--- config.mk ---
export PLATFORM = sky130hd
export DESIGN_NAME = ysyx_mem_arbiter_flat
export DESIGN_NICKNAME = d
export VERILOG_FILES = /design/src/rtl/ysyx_arb_pkg.sv /design/src/rtl/ysyx_mem_arbiter_if.sv /design/src/rtl/ysyx_axi_lane.sv /design/src/rtl/ysyx_mem_arbiter.sv /design/src/flat_wrapper.sv
export SDC_FILE = /design/constraint.sdc
export NUM_CORES = 1
export LEC_CHECK = 0
export ABC_AREA = 1
export CAP_MARGIN = 20
export CORE_AREA = 2 2 184 186
export CTS_CLUSTER_SIZE = 12
export DETAILED_ROUTE_END_ITERATION = 8
export DIE_AREA = 0 0 186 188
export DONT_BUFFER_PORTS = 1
export PLACE_DENSITY = 0.44
export REMOVE_ABC_BUFFERS = 1
export SYNTH_ARGS = -nofsm -noshare
export SYNTH_HDL_FRONTEND = slang
export SYNTH_SLANG_ARGS = --single-unit
--- constraint.sdc ---
create_clock -name clk -period 1.5 [get_ports clk]
set_input_delay 0.3 -clock clk [delete_from_list [all_inputs] [get_ports clk]]
set_output_delay 0.3 -clock clk [all_outputs]
set_load 0.01 [all_outputs]
--- src/rtl/ysyx_arb_pkg.sv ---
// ------------------------------------------------------------------
// ysyx_arb_pkg : shared types and constants for the memory arbiter
// Rev 1.0
// ------------------------------------------------------------------
`default_nettype none

package ysyx_arb_pkg;

  typedef enum logic [2:0] {
    S_IDLE   = 3'd0,
    S_RD_AR  = 3'd1,
    S_RD_R   = 3'd2,
    S_WR_AWW = 3'd3,
    S_WR_B   = 3'd4,
    S_RESP   = 3'd5
  } state_t;

  typedef enum logic [1:0] {
    REQ_NONE  = 2'd0,
    REQ_IFU   = 2'd1,
    REQ_LSU_R = 2'd2,
    REQ_LSU_W = 2'd3
  } req_t;

  localparam logic [3:0] c_ID_IFU   = 4'd0;
  localparam logic [3:0] c_ID_LSU_R = 4'd1;
  localparam logic [3:0] c_ID_LSU_W = 4'd2;

  localparam logic [1:0] c_BURST_INCR = 2'b01;
  localparam logic [1:0] c_RESP_OKAY  = 2'b00;
  localparam logic [7:0] c_LEN_SINGLE = 8'd0;

  // Byte, half and word masks map directly; anything irregular goes out as a word.
  function automatic logic [2:0] strb2size(input logic [3:0] strb);
    case (strb)
      4'b0001: strb2size = 3'd0;
      4'b0011: strb2size = 3'd1;
      default: strb2size = 3'd2;
    endcase
  endfunction

endpackage

`default_nettype wire

--- src/rtl/ysyx_mem_arbiter_if.sv ---
// ------------------------------------------------------------------
// ysyx_req_if / ysyx_axi_if : requester-side and AXI-side bundles
// Rev 1.0
// ------------------------------------------------------------------
`default_nettype none

interface ysyx_req_if #(
  parameter int ADDR_W = 32,
  parameter int DATA_W = 32
);
  logic [ADDR_W-1:0] ifu_araddr;
  logic              ifu_arvalid;
  logic [DATA_W-1:0] ifu_rdata;
  logic              ifu_rvalid;
  logic              ifu_err;
  logic [ADDR_W-1:0] lsu_araddr;
  logic              lsu_arvalid;
  logic [7:0]        lsu_rstrb;
  logic [DATA_W-1:0] lsu_rdata;
  logic              lsu_rvalid;
  logic [ADDR_W-1:0] lsu_awaddr;
  logic              lsu_awvalid;
  logic [DATA_W-1:0] lsu_wdata;
  logic [7:0]        lsu_wstrb;
  logic              lsu_wvalid;
  logic              lsu_wready;
  logic              lsu_err;

  modport master (
    output ifu_araddr, ifu_arvalid, lsu_araddr, lsu_arvalid, lsu_rstrb,
           lsu_awaddr, lsu_awvalid, lsu_wdata, lsu_wstrb, lsu_wvalid,
    input  ifu_rdata, ifu_rvalid, ifu_err, lsu_rdata, lsu_rvalid,
           lsu_wready, lsu_err
  );

  modport slave (
    input  ifu_araddr, ifu_arvalid, lsu_araddr, lsu_arvalid, lsu_rstrb,
           lsu_awaddr, lsu_awvalid, lsu_wdata, lsu_wstrb, lsu_wvalid,
    output ifu_rdata, ifu_rvalid, ifu_err, lsu_rdata, lsu_rvalid,
           lsu_wready, lsu_err
  );
endinterface

interface ysyx_axi_if #(
  parameter int ADDR_W = 32
);
  logic              m_arvalid;
  logic [ADDR_W-1:0] m_araddr;
  logic [2:0]        m_arsize;
  logic [7:0]        m_arlen;
  logic [1:0]        m_arburst;
  logic [3:0]        m_arid;
  logic              m_arready;
  logic              m_rvalid;
  logic [63:0]       m_rdata;
  logic [1:0]        m_rresp;
  logic              m_rlast;
  logic [3:0]        m_rid;
  logic              m_rready;
  logic              m_awvalid;
  logic [ADDR_W-1:0] m_awaddr;
  logic [2:0]        m_awsize;
  logic [7:0]        m_awlen;
  logic [1:0]        m_awburst;
  logic [3:0]        m_awid;
  logic              m_awready;
  logic              m_wvalid;
  logic [63:0]       m_wdata;
  logic [7:0]        m_wstrb;
  logic              m_wlast;
  logic              m_wready;
  logic              m_bvalid;
  logic [1:0]        m_bresp;
  logic [3:0]        m_bid;
  logic              m_bready;

  modport master (
    output m_arvalid, m_araddr, m_arsize, m_arlen, m_arburst, m_arid, m_rready,
           m_awvalid, m_awaddr, m_awsize, m_awlen, m_awburst, m_awid,
           m_wvalid, m_wdata, m_wstrb, m_wlast, m_bready,
    input  m_arready, m_rvalid, m_rdata, m_rresp, m_rlast, m_rid,
           m_awready, m_wready, m_bvalid, m_bresp, m_bid
  );

  modport slave (
    input  m_arvalid, m_araddr, m_arsize, m_arlen, m_arburst, m_arid, m_rready,
           m_awvalid, m_awaddr, m_awsize, m_awlen, m_awburst, m_awid,
           m_wvalid, m_wdata, m_wstrb, m_wlast, m_bready,
    output m_arready, m_rvalid, m_rdata, m_rresp, m_rlast, m_rid,
           m_awready, m_wready, m_bvalid, m_bresp, m_bid
  );
endinterface

`default_nettype wire

--- src/rtl/ysyx_axi_lane.sv ---
// ------------------------------------------------------------------
// ysyx_axi_lane : 32-bit requester data onto the 64-bit AXI data lanes
// Rev 1.0
// ------------------------------------------------------------------
`default_nettype none

module ysyx_axi_lane #(
  parameter int DATA_W = 32
) (
  input  wire logic                  i_hi,
  input  wire logic [2*DATA_W-1:0]   i_rdata,
  output logic      [DATA_W-1:0]     o_rdata,
  input  wire logic [DATA_W-1:0]     i_wdata,
  input  wire logic [DATA_W/8-1:0]   i_wstrb,
  output logic      [2*DATA_W-1:0]   o_wdata,
  output logic      [DATA_W/4-1:0]   o_wstrb
);

  localparam int c_NB = DATA_W / 8;

  assign o_rdata = i_hi ? i_rdata[2*DATA_W-1:DATA_W] : i_rdata[DATA_W-1:0];
  assign o_wdata = {i_wdata, i_wdata};
  assign o_wstrb = i_hi ? {i_wstrb, {c_NB{1'b0}}} : {{c_NB{1'b0}}, i_wstrb};

endmodule

`default_nettype wire

--- src/rtl/ysyx_mem_arbiter.sv ---
// ------------------------------------------------------------------
// ysyx_mem_arbiter : single-beat AXI4 arbiter, LSU over IFU with starvation guard
// Rev 1.0
// ------------------------------------------------------------------
`default_nettype none

module ysyx_mem_arbiter
  import ysyx_arb_pkg::*;
#(
  parameter int ADDR_W     = 32,
  parameter int DATA_W     = 32,
  parameter int STARVE_MAX = 4
) (
  input  wire logic  clk,
  input  wire logic  rst,
  ysyx_req_if.slave  req,
  ysyx_axi_if.master axi
);

  localparam logic [3:0] c_STARVE_MAX = 4'(STARVE_MAX);

  state_t              r_state;
  req_t                r_req;
  logic [3:0]          r_id;
  logic [ADDR_W-1:0]   r_addr;
  logic [2:0]          r_size;
  logic [DATA_W-1:0]   r_wdata;
  logic [DATA_W/8-1:0] r_wstrb;
  logic [3:0]          r_starve_cnt;
  logic                r_aw_done, r_w_done;
  logic                r_arvalid, r_rready, r_awvalid, r_wvalid, r_bready;
  logic                r_ifu_rvalid, r_lsu_rvalid, r_lsu_wready;
  logic                r_ifu_err, r_lsu_err;
  logic [DATA_W-1:0]   r_ifu_rdata, r_lsu_rdata;

  req_t                w_grant;
  logic [3:0]          w_gid;
  logic [ADDR_W-1:0]   w_gaddr;
  logic [2:0]          w_gsize;
  logic                w_store, w_force_ifu, w_rerr, w_berr, w_aw_fin, w_w_fin;
  logic [DATA_W-1:0]   w_rd_data;
  logic [63:0]         w_wdata64;
  logic [7:0]          w_wstrb8;
  logic [DATA_W-1:0]   w_unused_rdata;
  logic [63:0]         w_unused_wdata;
  logic [7:0]          w_unused_wstrb;
  logic                w_unused;

  assign w_store     = req.lsu_awvalid & req.lsu_wvalid;
  assign w_force_ifu = (r_starve_cnt == c_STARVE_MAX) & req.ifu_arvalid;
  assign w_rerr      = (axi.m_rresp != c_RESP_OKAY) | (axi.m_rid != r_id);
  assign w_berr      = (axi.m_bresp != c_RESP_OKAY) | (axi.m_bid != r_id);
  assign w_aw_fin    = r_aw_done | (r_awvalid & axi.m_awready);
  assign w_w_fin     = r_w_done  | (r_wvalid  & axi.m_wready);
  assign w_unused    = ^{axi.m_rlast, req.lsu_rstrb[7:4], req.lsu_wstrb[7:4],
                         w_unused_rdata, w_unused_wdata, w_unused_wstrb};

  always_comb begin
    w_grant = REQ_NONE;
    w_gid   = c_ID_IFU;
    w_gaddr = req.ifu_araddr;
    w_gsize = 3'd2;
    if (w_force_ifu) begin
      w_grant = REQ_IFU;
    end else if (w_store) begin
      w_grant = REQ_LSU_W;
      w_gid   = c_ID_LSU_W;
      w_gaddr = req.lsu_awaddr;
      w_gsize = strb2size(req.lsu_wstrb[3:0]);
    end else if (req.lsu_arvalid) begin
      w_grant = REQ_LSU_R;
      w_gid   = c_ID_LSU_R;
      w_gaddr = req.lsu_araddr;
      w_gsize = strb2size(req.lsu_rstrb[3:0]);
    end else if (req.ifu_arvalid) begin
      w_grant = REQ_IFU;
    end
  end

  ysyx_axi_lane #(.DATA_W(DATA_W)) u_rd_lane (
    .i_hi    (r_addr[2]),
    .i_rdata (axi.m_rdata),
    .o_rdata (w_rd_data),
    .i_wdata ('0),
    .i_wstrb ('0),
    .o_wdata (w_unused_wdata),
    .o_wstrb (w_unused_wstrb)
  );

  ysyx_axi_lane #(.DATA_W(DATA_W)) u_wr_lane (
    .i_hi    (r_addr[2]),
    .i_rdata ('0),
    .o_rdata (w_unused_rdata),
    .i_wdata (r_wdata),
    .i_wstrb (r_wstrb),
    .o_wdata (w_wdata64),
    .o_wstrb (w_wstrb8)
  );

  always_ff @(posedge clk or negedge rst) begin
    if (!rst) begin
      r_state      <= S_IDLE;
      r_req        <= REQ_NONE;
      r_id         <= '0;
      r_addr       <= '0;
      r_size       <= '0;
      r_wdata      <= '0;
      r_wstrb      <= '0;
      r_starve_cnt <= '0;
      r_aw_done    <= 1'b0;
      r_w_done     <= 1'b0;
      r_arvalid    <= 1'b0;
      r_rready     <= 1'b0;
      r_awvalid    <= 1'b0;
      r_wvalid     <= 1'b0;
      r_bready     <= 1'b0;
      r_ifu_rvalid <= 1'b0;
      r_lsu_rvalid <= 1'b0;
      r_lsu_wready <= 1'b0;
      r_ifu_err    <= 1'b0;
      r_lsu_err    <= 1'b0;
      r_ifu_rdata  <= '0;
      r_lsu_rdata  <= '0;
    end else begin
      case (r_state)
        S_IDLE: begin
          if (!req.ifu_arvalid || w_grant == REQ_IFU)
            r_starve_cnt <= '0;
          else if (w_grant != REQ_NONE && r_starve_cnt < c_STARVE_MAX)
            r_starve_cnt <= r_starve_cnt + 4'd1;
          if (w_grant != REQ_NONE) begin
            r_req  <= w_grant;
            r_id   <= w_gid;
            r_addr <= w_gaddr;
            r_size <= w_gsize;
            if (w_grant == REQ_LSU_W) begin
              r_wdata   <= req.lsu_wdata;
              r_wstrb   <= req.lsu_wstrb[3:0];
              r_awvalid <= 1'b1;
              r_wvalid  <= 1'b1;
              r_aw_done <= 1'b0;
              r_w_done  <= 1'b0;
              r_state   <= S_WR_AWW;
            end else begin
              r_arvalid <= 1'b1;
              r_state   <= S_RD_AR;
            end
          end
        end
        S_RD_AR: begin
          if (axi.m_arready) begin
            r_arvalid <= 1'b0;
            r_rready  <= 1'b1;
            r_state   <= S_RD_R;
          end
        end
        S_RD_R: begin
          if (axi.m_rvalid) begin
            r_rready <= 1'b0;
            r_state  <= S_RESP;
            if (r_req == REQ_IFU) begin
              r_ifu_rvalid <= 1'b1;
              r_ifu_err    <= w_rerr;
              r_ifu_rdata  <= w_rd_data;
            end else begin
              r_lsu_rvalid <= 1'b1;
              r_lsu_err    <= w_rerr;
              r_lsu_rdata  <= w_rd_data;
            end
          end
        end
        S_WR_AWW: begin
          // Address and data channels complete independently, in either order.
          if (r_awvalid && axi.m_awready) begin
            r_awvalid <= 1'b0;
            r_aw_done <= 1'b1;
          end
          if (r_wvalid && axi.m_wready) begin
            r_wvalid <= 1'b0;
            r_w_done <= 1'b1;
          end
          if (w_aw_fin && w_w_fin) begin
            r_bready <= 1'b1;
            r_state  <= S_WR_B;
          end
        end
        S_WR_B: begin
          if (axi.m_bvalid) begin
            r_bready     <= 1'b0;
            r_lsu_wready <= 1'b1;
            r_lsu_err    <= w_berr;
            r_state      <= S_RESP;
          end
        end
        S_RESP: begin
          r_ifu_rvalid <= 1'b0;
          r_lsu_rvalid <= 1'b0;
          r_lsu_wready <= 1'b0;
          r_ifu_err    <= 1'b0;
          r_lsu_err    <= 1'b0;
          r_state      <= S_IDLE;
        end
        default: r_state <= S_IDLE;
      endcase
    end
  end

  assign axi.m_arvalid = r_arvalid;
  assign axi.m_araddr  = r_addr;
  assign axi.m_arsize  = r_size;
  assign axi.m_arlen   = c_LEN_SINGLE;
  assign axi.m_arburst = c_BURST_INCR;
  assign axi.m_arid    = r_id;
  assign axi.m_rready  = r_rready;
  assign axi.m_awvalid = r_awvalid;
  assign axi.m_awaddr  = r_addr;
  assign axi.m_awsize  = r_size;
  assign axi.m_awlen   = c_LEN_SINGLE;
  assign axi.m_awburst = c_BURST_INCR;
  assign axi.m_awid    = r_id;
  assign axi.m_wvalid  = r_wvalid;
  assign axi.m_wdata   = w_wdata64;
  assign axi.m_wstrb   = w_wstrb8;
  assign axi.m_wlast   = 1'b1;
  assign axi.m_bready  = r_bready;

  assign req.ifu_rdata  = r_ifu_rdata;
  assign req.ifu_rvalid = r_ifu_rvalid;
  assign req.ifu_err    = r_ifu_err;
  assign req.lsu_rdata  = r_lsu_rdata;
  assign req.lsu_rvalid = r_lsu_rvalid;
  assign req.lsu_wready = r_lsu_wready;
  assign req.lsu_err    = r_lsu_err;

endmodule

`default_nettype wire

--- src/flat_wrapper.sv ---
// flat-port wrapper written by rule: the top's interface ports become plain ports
module ysyx_mem_arbiter_flat import ysyx_arb_pkg::*;
#(
  parameter int ADDR_W     = 32,
  parameter int DATA_W     = 32,
  parameter int STARVE_MAX = 4
)
  (clk, rst, req_ifu_araddr, req_ifu_arvalid, req_lsu_araddr, req_lsu_arvalid, req_lsu_rstrb, req_lsu_awaddr, req_lsu_awvalid, req_lsu_wdata, req_lsu_wstrb, req_lsu_wvalid, req_ifu_rdata, req_ifu_rvalid, req_ifu_err, req_lsu_rdata, req_lsu_rvalid, req_lsu_wready, req_lsu_err, axi_m_arvalid, axi_m_araddr, axi_m_arsize, axi_m_arlen, axi_m_arburst, axi_m_arid, axi_m_rready, axi_m_awvalid, axi_m_awaddr, axi_m_awsize, axi_m_awlen, axi_m_awburst, axi_m_awid, axi_m_wvalid, axi_m_wdata, axi_m_wstrb, axi_m_wlast, axi_m_bready, axi_m_arready, axi_m_rvalid, axi_m_rdata, axi_m_rresp, axi_m_rlast, axi_m_rid, axi_m_awready, axi_m_wready, axi_m_bvalid, axi_m_bresp, axi_m_bid);
  ysyx_req_if #(.ADDR_W(ADDR_W), .DATA_W(DATA_W)) req_i ();
  ysyx_axi_if #(.ADDR_W(ADDR_W)) axi_i ();
  input  wire logic clk;
  input  wire logic rst;
  input wire logic [$bits(req_i.ifu_araddr)-1:0] req_ifu_araddr;
  input wire logic [$bits(req_i.ifu_arvalid)-1:0] req_ifu_arvalid;
  input wire logic [$bits(req_i.lsu_araddr)-1:0] req_lsu_araddr;
  input wire logic [$bits(req_i.lsu_arvalid)-1:0] req_lsu_arvalid;
  input wire logic [$bits(req_i.lsu_rstrb)-1:0] req_lsu_rstrb;
  input wire logic [$bits(req_i.lsu_awaddr)-1:0] req_lsu_awaddr;
  input wire logic [$bits(req_i.lsu_awvalid)-1:0] req_lsu_awvalid;
  input wire logic [$bits(req_i.lsu_wdata)-1:0] req_lsu_wdata;
  input wire logic [$bits(req_i.lsu_wstrb)-1:0] req_lsu_wstrb;
  input wire logic [$bits(req_i.lsu_wvalid)-1:0] req_lsu_wvalid;
  output wire logic [$bits(req_i.ifu_rdata)-1:0] req_ifu_rdata;
  output wire logic [$bits(req_i.ifu_rvalid)-1:0] req_ifu_rvalid;
  output wire logic [$bits(req_i.ifu_err)-1:0] req_ifu_err;
  output wire logic [$bits(req_i.lsu_rdata)-1:0] req_lsu_rdata;
  output wire logic [$bits(req_i.lsu_rvalid)-1:0] req_lsu_rvalid;
  output wire logic [$bits(req_i.lsu_wready)-1:0] req_lsu_wready;
  output wire logic [$bits(req_i.lsu_err)-1:0] req_lsu_err;
  output wire logic [$bits(axi_i.m_arvalid)-1:0] axi_m_arvalid;
  output wire logic [$bits(axi_i.m_araddr)-1:0] axi_m_araddr;
  output wire logic [$bits(axi_i.m_arsize)-1:0] axi_m_arsize;
  output wire logic [$bits(axi_i.m_arlen)-1:0] axi_m_arlen;
  output wire logic [$bits(axi_i.m_arburst)-1:0] axi_m_arburst;
  output wire logic [$bits(axi_i.m_arid)-1:0] axi_m_arid;
  output wire logic [$bits(axi_i.m_rready)-1:0] axi_m_rready;
  output wire logic [$bits(axi_i.m_awvalid)-1:0] axi_m_awvalid;
  output wire logic [$bits(axi_i.m_awaddr)-1:0] axi_m_awaddr;
  output wire logic [$bits(axi_i.m_awsize)-1:0] axi_m_awsize;
  output wire logic [$bits(axi_i.m_awlen)-1:0] axi_m_awlen;
  output wire logic [$bits(axi_i.m_awburst)-1:0] axi_m_awburst;
  output wire logic [$bits(axi_i.m_awid)-1:0] axi_m_awid;
  output wire logic [$bits(axi_i.m_wvalid)-1:0] axi_m_wvalid;
  output wire logic [$bits(axi_i.m_wdata)-1:0] axi_m_wdata;
  output wire logic [$bits(axi_i.m_wstrb)-1:0] axi_m_wstrb;
  output wire logic [$bits(axi_i.m_wlast)-1:0] axi_m_wlast;
  output wire logic [$bits(axi_i.m_bready)-1:0] axi_m_bready;
  input wire logic [$bits(axi_i.m_arready)-1:0] axi_m_arready;
  input wire logic [$bits(axi_i.m_rvalid)-1:0] axi_m_rvalid;
  input wire logic [$bits(axi_i.m_rdata)-1:0] axi_m_rdata;
  input wire logic [$bits(axi_i.m_rresp)-1:0] axi_m_rresp;
  input wire logic [$bits(axi_i.m_rlast)-1:0] axi_m_rlast;
  input wire logic [$bits(axi_i.m_rid)-1:0] axi_m_rid;
  input wire logic [$bits(axi_i.m_awready)-1:0] axi_m_awready;
  input wire logic [$bits(axi_i.m_wready)-1:0] axi_m_wready;
  input wire logic [$bits(axi_i.m_bvalid)-1:0] axi_m_bvalid;
  input wire logic [$bits(axi_i.m_bresp)-1:0] axi_m_bresp;
  input wire logic [$bits(axi_i.m_bid)-1:0] axi_m_bid;
  assign req_i.ifu_araddr = req_ifu_araddr;
  assign req_i.ifu_arvalid = req_ifu_arvalid;
  assign req_i.lsu_araddr = req_lsu_araddr;
  assign req_i.lsu_arvalid = req_lsu_arvalid;
  assign req_i.lsu_rstrb = req_lsu_rstrb;
  assign req_i.lsu_awaddr = req_lsu_awaddr;
  assign req_i.lsu_awvalid = req_lsu_awvalid;
  assign req_i.lsu_wdata = req_lsu_wdata;
  assign req_i.lsu_wstrb = req_lsu_wstrb;
  assign req_i.lsu_wvalid = req_lsu_wvalid;
  assign req_ifu_rdata = req_i.ifu_rdata;
  assign req_ifu_rvalid = req_i.ifu_rvalid;
  assign req_ifu_err = req_i.ifu_err;
  assign req_lsu_rdata = req_i.lsu_rdata;
  assign req_lsu_rvalid = req_i.lsu_rvalid;
  assign req_lsu_wready = req_i.lsu_wready;
  assign req_lsu_err = req_i.lsu_err;
  assign axi_m_arvalid = axi_i.m_arvalid;
  assign axi_m_araddr = axi_i.m_araddr;
  assign axi_m_arsize = axi_i.m_arsize;
  assign axi_m_arlen = axi_i.m_arlen;
  assign axi_m_arburst = axi_i.m_arburst;
  assign axi_m_arid = axi_i.m_arid;
  assign axi_m_rready = axi_i.m_rready;
  assign axi_m_awvalid = axi_i.m_awvalid;
  assign axi_m_awaddr = axi_i.m_awaddr;
  assign axi_m_awsize = axi_i.m_awsize;
  assign axi_m_awlen = axi_i.m_awlen;
  assign axi_m_awburst = axi_i.m_awburst;
  assign axi_m_awid = axi_i.m_awid;
  assign axi_m_wvalid = axi_i.m_wvalid;
  assign axi_m_wdata = axi_i.m_wdata;
  assign axi_m_wstrb = axi_i.m_wstrb;
  assign axi_m_wlast = axi_i.m_wlast;
  assign axi_m_bready = axi_i.m_bready;
  assign axi_i.m_arready = axi_m_arready;
  assign axi_i.m_rvalid = axi_m_rvalid;
  assign axi_i.m_rdata = axi_m_rdata;
  assign axi_i.m_rresp = axi_m_rresp;
  assign axi_i.m_rlast = axi_m_rlast;
  assign axi_i.m_rid = axi_m_rid;
  assign axi_i.m_awready = axi_m_awready;
  assign axi_i.m_wready = axi_m_wready;
  assign axi_i.m_bvalid = axi_m_bvalid;
  assign axi_i.m_bresp = axi_m_bresp;
  assign axi_i.m_bid = axi_m_bid;
  ysyx_mem_arbiter #(.ADDR_W(ADDR_W), .DATA_W(DATA_W), .STARVE_MAX(STARVE_MAX)) u_core (.clk(clk), .rst(rst), .req(req_i), .axi(axi_i));
endmodule
* Word-level counts from Yosys, hierarchy flattened *
Cells that the tools add are included.

cells by class
  add/subtract/negate cells = 1
  order comparisons = 1
  equality and inequality tests = 26
  mux-type cells = 63
  bitwise logic cells = 9
  reduce and logical (&&, ||, !) cells = 33

operators with widths
  cell                                                   count
  two-way mux 32 bit                                     4
  two-way mux 1 bit                                      27
  two-way mux 3 bit                                      8
  one-hot mux 1 bit (2 select lines)                     11
  AND reduction 3 bit                                    7
  nonzero test 2 bit                                     10
  two-way mux 4 bit                                      4
  AND reduction 4 bit                                    4
  one-hot mux 3 bit (5 select lines)                     1
  inequality test 2 x 1 -> 1 bit, second input constant  6
  inequality test 2 bit, second input constant           5
  equality test 4 x 1 -> 1 bit, second input constant    2
  equality test 4 x 2 -> 1 bit, second input constant    2
  two-way mux 2 bit                                      4
  two-way mux 8 bit                                      1
  inequality test 4 bit                                  2
  one-hot mux 2 bit (2 select lines)                     2
  equality test 3 x 2 -> 1 bit, second input constant    2
  equality test 3 bit, second input constant             2
  AND reduction 2 bit                                    3
  AND reduction 5 bit                                    1
  adder 4 x 1 -> 4 bit, second input constant            1
  bitwise AND 1 bit                                      4
  equality test 2 x 1 -> 1 bit, second input constant    2
  12 further kinds                                       18

storage, ports and cells
  register bits = 160
  input bits = 232
  output and inout port bits = 245

* Longest topological paths before layout *
Gate-level depths: netlist of the first run.

  word-level depth = 8
  gate-level depth with buffers = 13

* Modules after synthesis *
Synthesis of the first run repeated with hierarchy kept, for this count alone.

unflattened totals
  cells, all modules = 1,447
  area, all modules = 10,228.6 µm²

modules (own cells, without submodules)
  module            instances  cells an instance  area each (µm²)
  ysyx_mem_arbiter  1          1,077              8,141.6
  ysyx_axi_lane     2          185                1,043.5

* Least setup slack after synthesis of the first run *
OpenSTA, ideal clock, no wires.

  path kind = register -> register
  from = reg u_core.r_starve_cnt[0]
  to = reg u_core.r_awvalid, in the netlist u_core.axi.m_awvalid
  library setup time = 0.130 ns
  data arrival time = 1.405 ns
  slack = -0.034 ns
  cell stages (with the launch flop) = 14
  path buffers = 1
  period minus slack after synthesis = 1.534 ns
  cells stage by stage = dfrtp_1 > inv_1 > ha_1 > nand2_1 > inv_1 > nand2_1 > buf_2 > nand2_1 > nand2_1 > inv_1 > nor2_1 > nand2_1 > nand2_1 > nand2_1

between the ends
  word-level cells in the longest chain between the ends = 6
  elaborated cells between the ends (all ways) = 8
  those cells by class = 4 x eq/ne; 1 x mux; 1 x bitwise; 2 x reduce/logical

RTL lines
  what                                                       line                                              text
  from (decl)                                                ysyx_mem_arbiter.sv:29                            logic [3:0] r_starve_cnt;
  from (signal assigned)                                     ysyx_mem_arbiter.sv:130                           r_starve_cnt <= r_starve_cnt + 4'd1;
  equality test 4 x 3 -> 1 bit *                             ysyx_mem_arbiter.sv:50                            assign w_force_ifu = (r_starve_cnt == c_STARVE_MAX) & req.ifu_arvalid;
  bitwise AND 1 bit *                                        ysyx_mem_arbiter.sv:50
  two-way mux 2 bit *                                        ysyx_mem_arbiter.sv:63                            if (w_force_ifu) begin
  equality test 2 bit or nonzero test 2 bit (tied branches)  ysyx_mem_arbiter.sv:136, ysyx_mem_arbiter.sv:131
  inequality test 2 x 1 -> 1 bit (no line)                   --
  AND reduction 4 bit (no line) *                            --
  to (signal assigned)                                       ysyx_mem_arbiter.sv:114                           r_awvalid <= 1'b0;
  to (signal assigned)                                       ysyx_mem_arbiter.sv:139                           r_awvalid <= 1'b1;
  to (signal assigned)                                       ysyx_mem_arbiter.sv:175                           r_awvalid <= 1'b0;
  to (decl)                                                  ysyx_mem_arbiter.sv:31                            logic r_arvalid, r_rready, r_awvalid, r_wvalid, r_bready;

Every way passes the cells marked *; elsewhere a longest branch is shown, timed or not.
A chain may end at the register's enable or synchronous reset.

* Worst setup path after layout of the first run *
  from = reg u_core.r_state[2]
  to = reg u_core.r_lsu_rdata[3], in the netlist u_core.req.lsu_rdata[3]

between the ends
  word-level cells in the longest chain between the ends = 2

RTL lines
  what                           line                     text
  from (decl)                    ysyx_mem_arbiter.sv:22   state_t r_state;
  from (signal assigned)         ysyx_mem_arbiter.sv:102  r_state <= S_IDLE;
  from (signal assigned)         ysyx_mem_arbiter.sv:143  r_state <= S_WR_AWW;
  from (signal assigned)         ysyx_mem_arbiter.sv:146  r_state <= S_RD_AR;
  equality test 3 x 2 -> 1 bit   ysyx_mem_arbiter.sv:125  case (r_state)
  AND reduction 3 bit (no line)  --
  to (signal assigned)           ysyx_mem_arbiter.sv:168  r_lsu_rdata <= w_rd_data;
  to (decl)                      ysyx_mem_arbiter.sv:34   logic [DATA_W-1:0] r_ifu_rdata, r_lsu_rdata;

No other way between the ends.

==> results of run 1 <==
==> power by group <==
group	switching (mW)	internal, mW
clock network	2.08	2.23
registers	3.28	6.10
logic	3.55	3.06
==> critical path, cell delays in order (launching register included) <==
cell and delay, ps:
sky130_fd_sc_hd__dfrtp_1 390, sky130_fd_sc_hd__inv_2 100, sky130_fd_sc_hd__nand2_4 60, sky130_fd_sc_hd__nor2_4 130, sky130_fd_sc_hd__buf_6 110, sky130_fd_sc_hd__nand2_4 40
sky130_fd_sc_hd__nor2_4 180, sky130_fd_sc_hd__inv_2 80, sky130_fd_sc_hd__buf_12 170, sky130_fd_sc_hd__nand2_1 80, sky130_fd_sc_hd__nand2_1 60
==> how the worst max path moves through the flow <==
stage / end / slack, ps
after detailed placement: u_core.r_starve_cnt[2] / -260
after CTS: u_core.r_starve_cnt[1] / -10
after floorplan: u_core.r_wstrb[0] / -1610
after global routing: u_core.req.lsu_rdata[20] / -140
after global placement: u_core.r_starve_cnt[2] / -270
final: u_core.req.lsu_rdata[3] / -50
==> stage by stage <==
step                instances  hold WS, ps
finish                   1673         -436
global route             1673         -462
CTS                      1645         -464
detailed placement       1569         7.95
global placement         1569         8.01
floorplan                1062         4.41
==> metal layers <==
metal,share of wire,global-route usage,wire length [um]
met1,0.39,0.191,12300
met5,0,0,0
met2,0.51,0.291,16000
met3,0.080,0.0470,2490
met4,0.015,0.0382,468
==> repair_timing <==
action | in CTS | in global routing
endpoints found under the hold margin | 191 | 157
buffers inserted | 6 | 14
pin swaps | 16 | 25
gates resized for setup | 50 | 108
endpoints found under the setup margin | 96 | 159
cloned | 4 | 14
==> final cells by class <==
type	count	area (um^2)
inverter	72	288
timing repair buffer	131	1620
clock buffer	18	439
sequential	157	3930
multi-input combinational	833	4010
clock inverter	14	126
fill	3559	22100
tap	448	561
==> state kept, by name (all words and copies together) (netlist names), 2 cells and up <==
| register | count |
|---|---|
| u_core.axi.m_araddr | 32 |
| u_core.r_wdata | 32 |
| u_core.req.ifu_rdata | 32 |
| u_core.req.lsu_rdata | 32 |
| u_core.r_starve_cnt | 4 |
| u_core.r_wstrb | 4 |
| u_core.r_state | 3 |
| u_core.axi.m_arid | 2 |
| u_core.axi.m_arsize | 2 |
| u_core.r_req | 2 |
==> cells by family after synthesis <==
| logic type | count (synthesis) | share of synthesized area |
|---|---|---|
| other cells | 2 | 0.000858 |
| fa+ha+maj | 2 | 0.00286 |
| simple gates | 676 | 0.298 |
| compound gates | 91 | 0.0533 |
| buf+inv | 221 | 0.150 |
| mux | 32 | 0.0412 |
| flops | 157 | 0.449 |
| xor+xnor | 5 | 0.00500 |
==> cells in the mapped netlist (all sizes together) <==
library cell / count / share of area
dfrtp: 157 / 0.45
mux2: 32 / 0.041
nand3: 16 / 0.0097
a21oi: 39 / 0.022
xnor2: 4 / 0.0040
a21boi: 1 / 0.00086
ha: 2 / 0.0029
o211ai: 1 / 0.00086
inv: 71 / 0.031
nand2: 593 / 0.25
nor2: 60 / 0.029
conb: 2 / 0.00086
buf: 133 / 0.11
nand4: 5 / 0.0036
clkinv: 1 / 0.00043
o21ai: 48 / 0.027
xor2: 1 / 0.0010
o21bai: 1 / 0.00086
a22o: 1 / 0.0010
clkbuf: 16 / 0.0069
nand3b: 2 / 0.0017
==> cells in the final DEF (no fill, tap or decap), types with 2 or more instances in the layout <==
cell type                       count
sky130_fd_sc_hd__inv_4              2
sky130_fd_sc_hd__dfrtp_1          156
sky130_fd_sc_hd__o21ai_1            2
sky130_fd_sc_hd__buf_6             14
sky130_fd_sc_hd__nand2_4           18
sky130_fd_sc_hd__nand3_1           12
sky130_fd_sc_hd__buf_16             3
sky130_fd_sc_hd__nand2_1          523
sky130_fd_sc_hd__nor2_4             9
sky130_fd_sc_hd__nand3_4            3
sky130_fd_sc_hd__buf_4             50
sky130_fd_sc_hd__nand2_8            2
sky130_fd_sc_hd__inv_2             12
sky130_fd_sc_hd__nand2_2           50
sky130_fd_sc_hd__dlygate4sd3_1     34
sky130_fd_sc_hd__nor2_2             5
sky130_fd_sc_hd__nand4_1            5
sky130_fd_sc_hd__nor2_1            46
sky130_fd_sc_hd__inv_8              4
sky130_fd_sc_hd__nand3b_1           2
sky130_fd_sc_hd__conb_1            27
sky130_fd_sc_hd__inv_6              3
sky130_fd_sc_hd__xnor2_1            4
sky130_fd_sc_hd__a21oi_1           39
sky130_fd_sc_hd__clkinv_4           6
sky130_fd_sc_hd__buf_12            17
sky130_fd_sc_hd__o21ai_0           45
sky130_fd_sc_hd__clkinvlp_4         3
sky130_fd_sc_hd__clkbuf_16         28
sky130_fd_sc_hd__inv_1             56
sky130_fd_sc_hd__mux2_2            32
==> impl_metrics.ini, run 1 <==
[worst_setup_path]
setup.reg_to_reg.worst_slack_ps = -50
r2r_end = u_core.req.lsu_rdata[3]
worstSetupStartpoint = u_core.r_state[2]
timing.reg2reg.worst_path_depth = 10
worst_ep_arrival_time_ps = 1860
path_max_fanout = 26
critical_path.reg2reg.startpoint = u_core.r_state[2]
critPathRequiredTime_ps = 1810
setup.worst_path.end_class = register
start_to_end_type_of_the_worst_setup_path = reg2reg
worst_setup_path_start_kind = register

[pwr]
ir_drop_v = 0.000795
p_leak_nw = 5.62
post-layout-total-power_mw = 20.3
power_per_cell_area_nw_per_um2 = 1850

[synth]
synth.ff_latch_count = 157
yosysWarnings = 0
syn-mean-instance-area_um2 = 7.38
synth_area_um2 = 8750
synth_cell_type_count = 30
sequential_area_share_after_synthesis = 0.449
syn_inst = 1186

[detailed_routing]
drtPass1Iterations = 4
drc = 0
postRouteAntennaNets = 0
totalWireLength_um = 31200
drt-initial-drc-count = 292
detailroute.via_count = 7408
wl_per_cell_um = 18.6
viasPerCell = 4.43

[place]
placement.setup.worst_slack_ps = -255
post_dp_cell_area_um2 = 8980
gp_routability_congestion = 0.761
port_buffers = 0
hpwlAfterDp_um = 20400

[sta]
finalSetupViolations = 33
slew_headroom = 0.601
finalMaxSlewViolations = 0
final-hold-violation-count = 157
clock_skew_ps = 12.7
min_clock_period_post_route_ps = 1550
final.hold.worst_slack_ps = -436
fin_setup_tns_ps = -345
layout_setup_ws_ps = -49.1
rsz0062_at_grt = yes
maxClockFrequency_mhz = 646
max_slew.worst_pin.slew_ps = 598
period_share = 1.03

[status]
outcome = finished with violations
violated_checks = hold timing, setup timing

[floorplan]
chipHeight_um = 188
std_cell_rows = 67
placeableCoreArea_um2 = 33100
die_w_um = 186
die-area_um2 = 35000
ios = 477
initial_utilization = 0.264

[grt]
grt_pass1_wl_um = 42700
grt_antenna_before_repair = 0
globalRouteOverflowTotal = 0
groute.usage.overall = 0.163
first_global_vias = 7204
grt_max_degree = 158

[final_layout]
insertedDiodeCount = 0
layout_net_count = 1446
drive_gt1_frac = 0.220
area_growth_pct = 25.4
layout.cell_area.non_filler_um2 = 11000
fin_util = 0.331

[clock_tree]
cts_buffer_depth = 2
cts_clk_pin_slew_worst_paths_ps = 70
clkSinkCount = 157
cts_tree = built
tritoncts.num_buffers = 17
cts_hold_buffers = 34
cts_root_buf = sky130_fd_sc_hd__clkbuf_16
clock_insertion_delay_worst_skew_ps = 430
ctsHtreeMaxLevel = 4

[flow_run]
drv_cap = 0

[worst_hold_path]
path_category_of_the_worst_min_delay_check = in2async
Note: power is estimated with default switching activity, not from simulation.
==> inputs of run 2 (changes only) <==
--- a/config.mk
+++ b/config.mk
@@ -13,6 +13,7 @@
 export DIE_AREA = 0 0 186 188
 export DONT_BUFFER_PORTS = 1
 export PLACE_DENSITY = 0.44
+export RECOVER_POWER = 100
 export REMOVE_ABC_BUFFERS = 1
 export SYNTH_ARGS = -nofsm -noshare
 export SYNTH_HDL_FRONTEND = slang
==> impl_metrics.ini, run 2 (synthesis results as in run 1) <==
[sta]
fin_setup_tns_ps = -351
finalSetupViolations = 33
period_share = 1.03
final.hold.worst_slack_ps = -436
max_slew.worst_pin.slew_ps = 599
clock_skew_ps = 12.7
slew_headroom = 0.601
finalMaxSlewViolations = 0
rsz0062_at_grt = yes
maxClockFrequency_mhz = 645
min_clock_period_post_route_ps = 1550
layout_setup_ws_ps = -49.3
final-hold-violation-count = 157

[worst_setup_path]
path_max_fanout = 26
start_to_end_type_of_the_worst_setup_path = reg2reg
setup.worst_path.end_class = register
setup.reg_to_reg.worst_slack_ps = -50
r2r_end = u_core.req.lsu_rdata[3]
critPathRequiredTime_ps = 1810
critical_path.reg2reg.startpoint = u_core.r_state[2]
timing.reg2reg.worst_path_depth = 10
worst_setup_path_start_kind = register
worst_ep_arrival_time_ps = 1860

[grt]
globalRouteOverflowTotal = 0
grt_max_degree = 158
first_global_vias = 7204
groute.usage.overall = 0.163
grt_pass1_wl_um = 42700
grt_antenna_before_repair = 0

[pwr]
power_per_cell_area_nw_per_um2 = 1850
ir_drop_v = 0.000795
p_leak_nw = 5.62
post-layout-total-power_mw = 20.3

[detailed_routing]
drt-initial-drc-count = 292
wl_per_cell_um = 18.6
postRouteAntennaNets = 0
totalWireLength_um = 31200
viasPerCell = 4.43
detailroute.via_count = 7411
drc = 0
drtPass1Iterations = 4

[clock_tree]
tritoncts.num_buffers = 17
clock_insertion_delay_worst_skew_ps = 430
cts_buffer_depth = 2
cts_root_buf = sky130_fd_sc_hd__clkbuf_16
cts_clk_pin_slew_worst_paths_ps = 70
ctsHtreeMaxLevel = 4
cts_tree = built
cts_hold_buffers = 34
clkSinkCount = 157

[floorplan]
die-area_um2 = 35000
std_cell_rows = 67
chipHeight_um = 188
initial_utilization = 0.264
placeableCoreArea_um2 = 33100
ios = 477
die_w_um = 186

[final_layout]
area_growth_pct = 25.3
leading_cell_type_in_the_layout_fill_and_taps_excluded = sky130_fd_sc_hd__nand2_1
insertedDiodeCount = 0
layout_net_count = 1446
drive_gt1_frac = 0.219
mostFrequentLayoutCells = 523 x sky130_fd_sc_hd__nand2_1, 156 x sky130_fd_sc_hd__dfrtp_1, 56 x sky130_fd_sc_hd__inv_1, 50 x sky130_fd_sc_hd__nand2_2, 50 x sky130_fd_sc_hd__buf_4

[flow_run]
drv_cap = 0

[worst_hold_path]
path_category_of_the_worst_min_delay_check = in2async

[place]
port_buffers = 0
hpwlAfterDp_um = 20400
gp_routability_congestion = 0.761

[status]
outcome = finished with violations
violated_checks = hold timing, setup timing
-- run 2: layout make-up --
class | instances | area (um^2)
Fill cell | 3560 | 22100
Multi-Input combinational cell | 833 | 4010
Sequential cell | 157 | 3930
Timing Repair Buffer | 131 | 1620
Tap cell | 448 | 561
Clock buffer | 18 | 439
Inverter | 72 | 288
Clock inverter | 14 | 126
-- run 2: power breakdown --
part | internal (mW) | switching, mW | total, mW | leakage (nW)
Clock | 2.23 | 2.08 | 4.31 | 0.269
Combinational | 3.06 | 3.55 | 6.60 | 3.37
Sequential | 6.10 | 3.28 | 9.38 | 1.98
-- run 2: per-stage QoR --
step,utilization,setup WS [ps],cells,area [um^2],hold slack [ps]
after floorplan,-,-1610,1062,7810,4.41
after global placement,0.271,-268,1569,8980,8.01
after detailed placement,0.271,-255,1569,8980,7.95
after CTS,0.309,-13.6,1645,10200,-464
after global routing,0.331,-136,1673,11000,-462
final,0.331,-49.3,1673,11000,-436
-- run 2: metal layers --
| layer | wire [um] | track usage | vias up | share of wire |
|---|---|---|---|---|
| li1 | - | - | 3556 | - |
| met1 | 12300 | 0.191 | 3478 | 0.40 |
| met2 | 16000 | 0.291 | 352 | 0.51 |
| met3 | 2430 | 0.0470 | 25 | 0.078 |
| met4 | 468 | 0.0382 | 0 | 0.015 |
| met5 | 0 | 0 | - | 0 |
-- run 2: how the worst max path moves through the flow --
stage / endpoint / slack [ps] / startpoint / depth (start not counted)
floorplan: u_core.r_wstrb[0] / -1610 / req_lsu_awvalid / 5
detailed placement: u_core.r_starve_cnt[2] / -260 / u_core.r_starve_cnt[0] / 10
global placement: u_core.r_starve_cnt[2] / -270 / u_core.r_starve_cnt[0] / 10
finish: u_core.req.lsu_rdata[3] / -50 / u_core.r_state[2] / 10
global route: u_core.req.lsu_rdata[20] / -140 / u_core.r_state[2] / 10
CTS: u_core.r_starve_cnt[1] / -10 / u_core.r_starve_cnt[1] / 10
-- run 2: repair_timing --
action,in CTS,in global routing
endpoints found under the hold margin,191,157
pin swaps,16,25
gates resized for setup,50,108
cloned,4,14
buffers inserted,6,14
endpoints found under the setup margin,96,159
-- run 2: worst max-delay path, stage by stage, from the launching register on --
cell and delay [ps]:
sky130_fd_sc_hd__dfrtp_1 390, sky130_fd_sc_hd__inv_2 100, sky130_fd_sc_hd__nand2_4 60, sky130_fd_sc_hd__nor2_4 130
sky130_fd_sc_hd__buf_6 110, sky130_fd_sc_hd__nand2_4 40, sky130_fd_sc_hd__nor2_4 180, sky130_fd_sc_hd__inv_2 80
sky130_fd_sc_hd__buf_12 170, sky130_fd_sc_hd__nand2_1 80, sky130_fd_sc_hd__nand2_1 60
==> inputs of run 3 (changes only) <==
--- a/config.mk
+++ b/config.mk
@@ -13,7 +13,7 @@
 export DIE_AREA = 0 0 186 188
 export DONT_BUFFER_PORTS = 1
 export PLACE_DENSITY = 0.44
-export RECOVER_POWER = 100
+export RECOVER_POWER = 25
 export REMOVE_ABC_BUFFERS = 1
 export SYNTH_ARGS = -nofsm -noshare
 export SYNTH_HDL_FRONTEND = slang
==> results of run 3 <==
No change in the layout: final DEF, timing and power equal those of run 1.
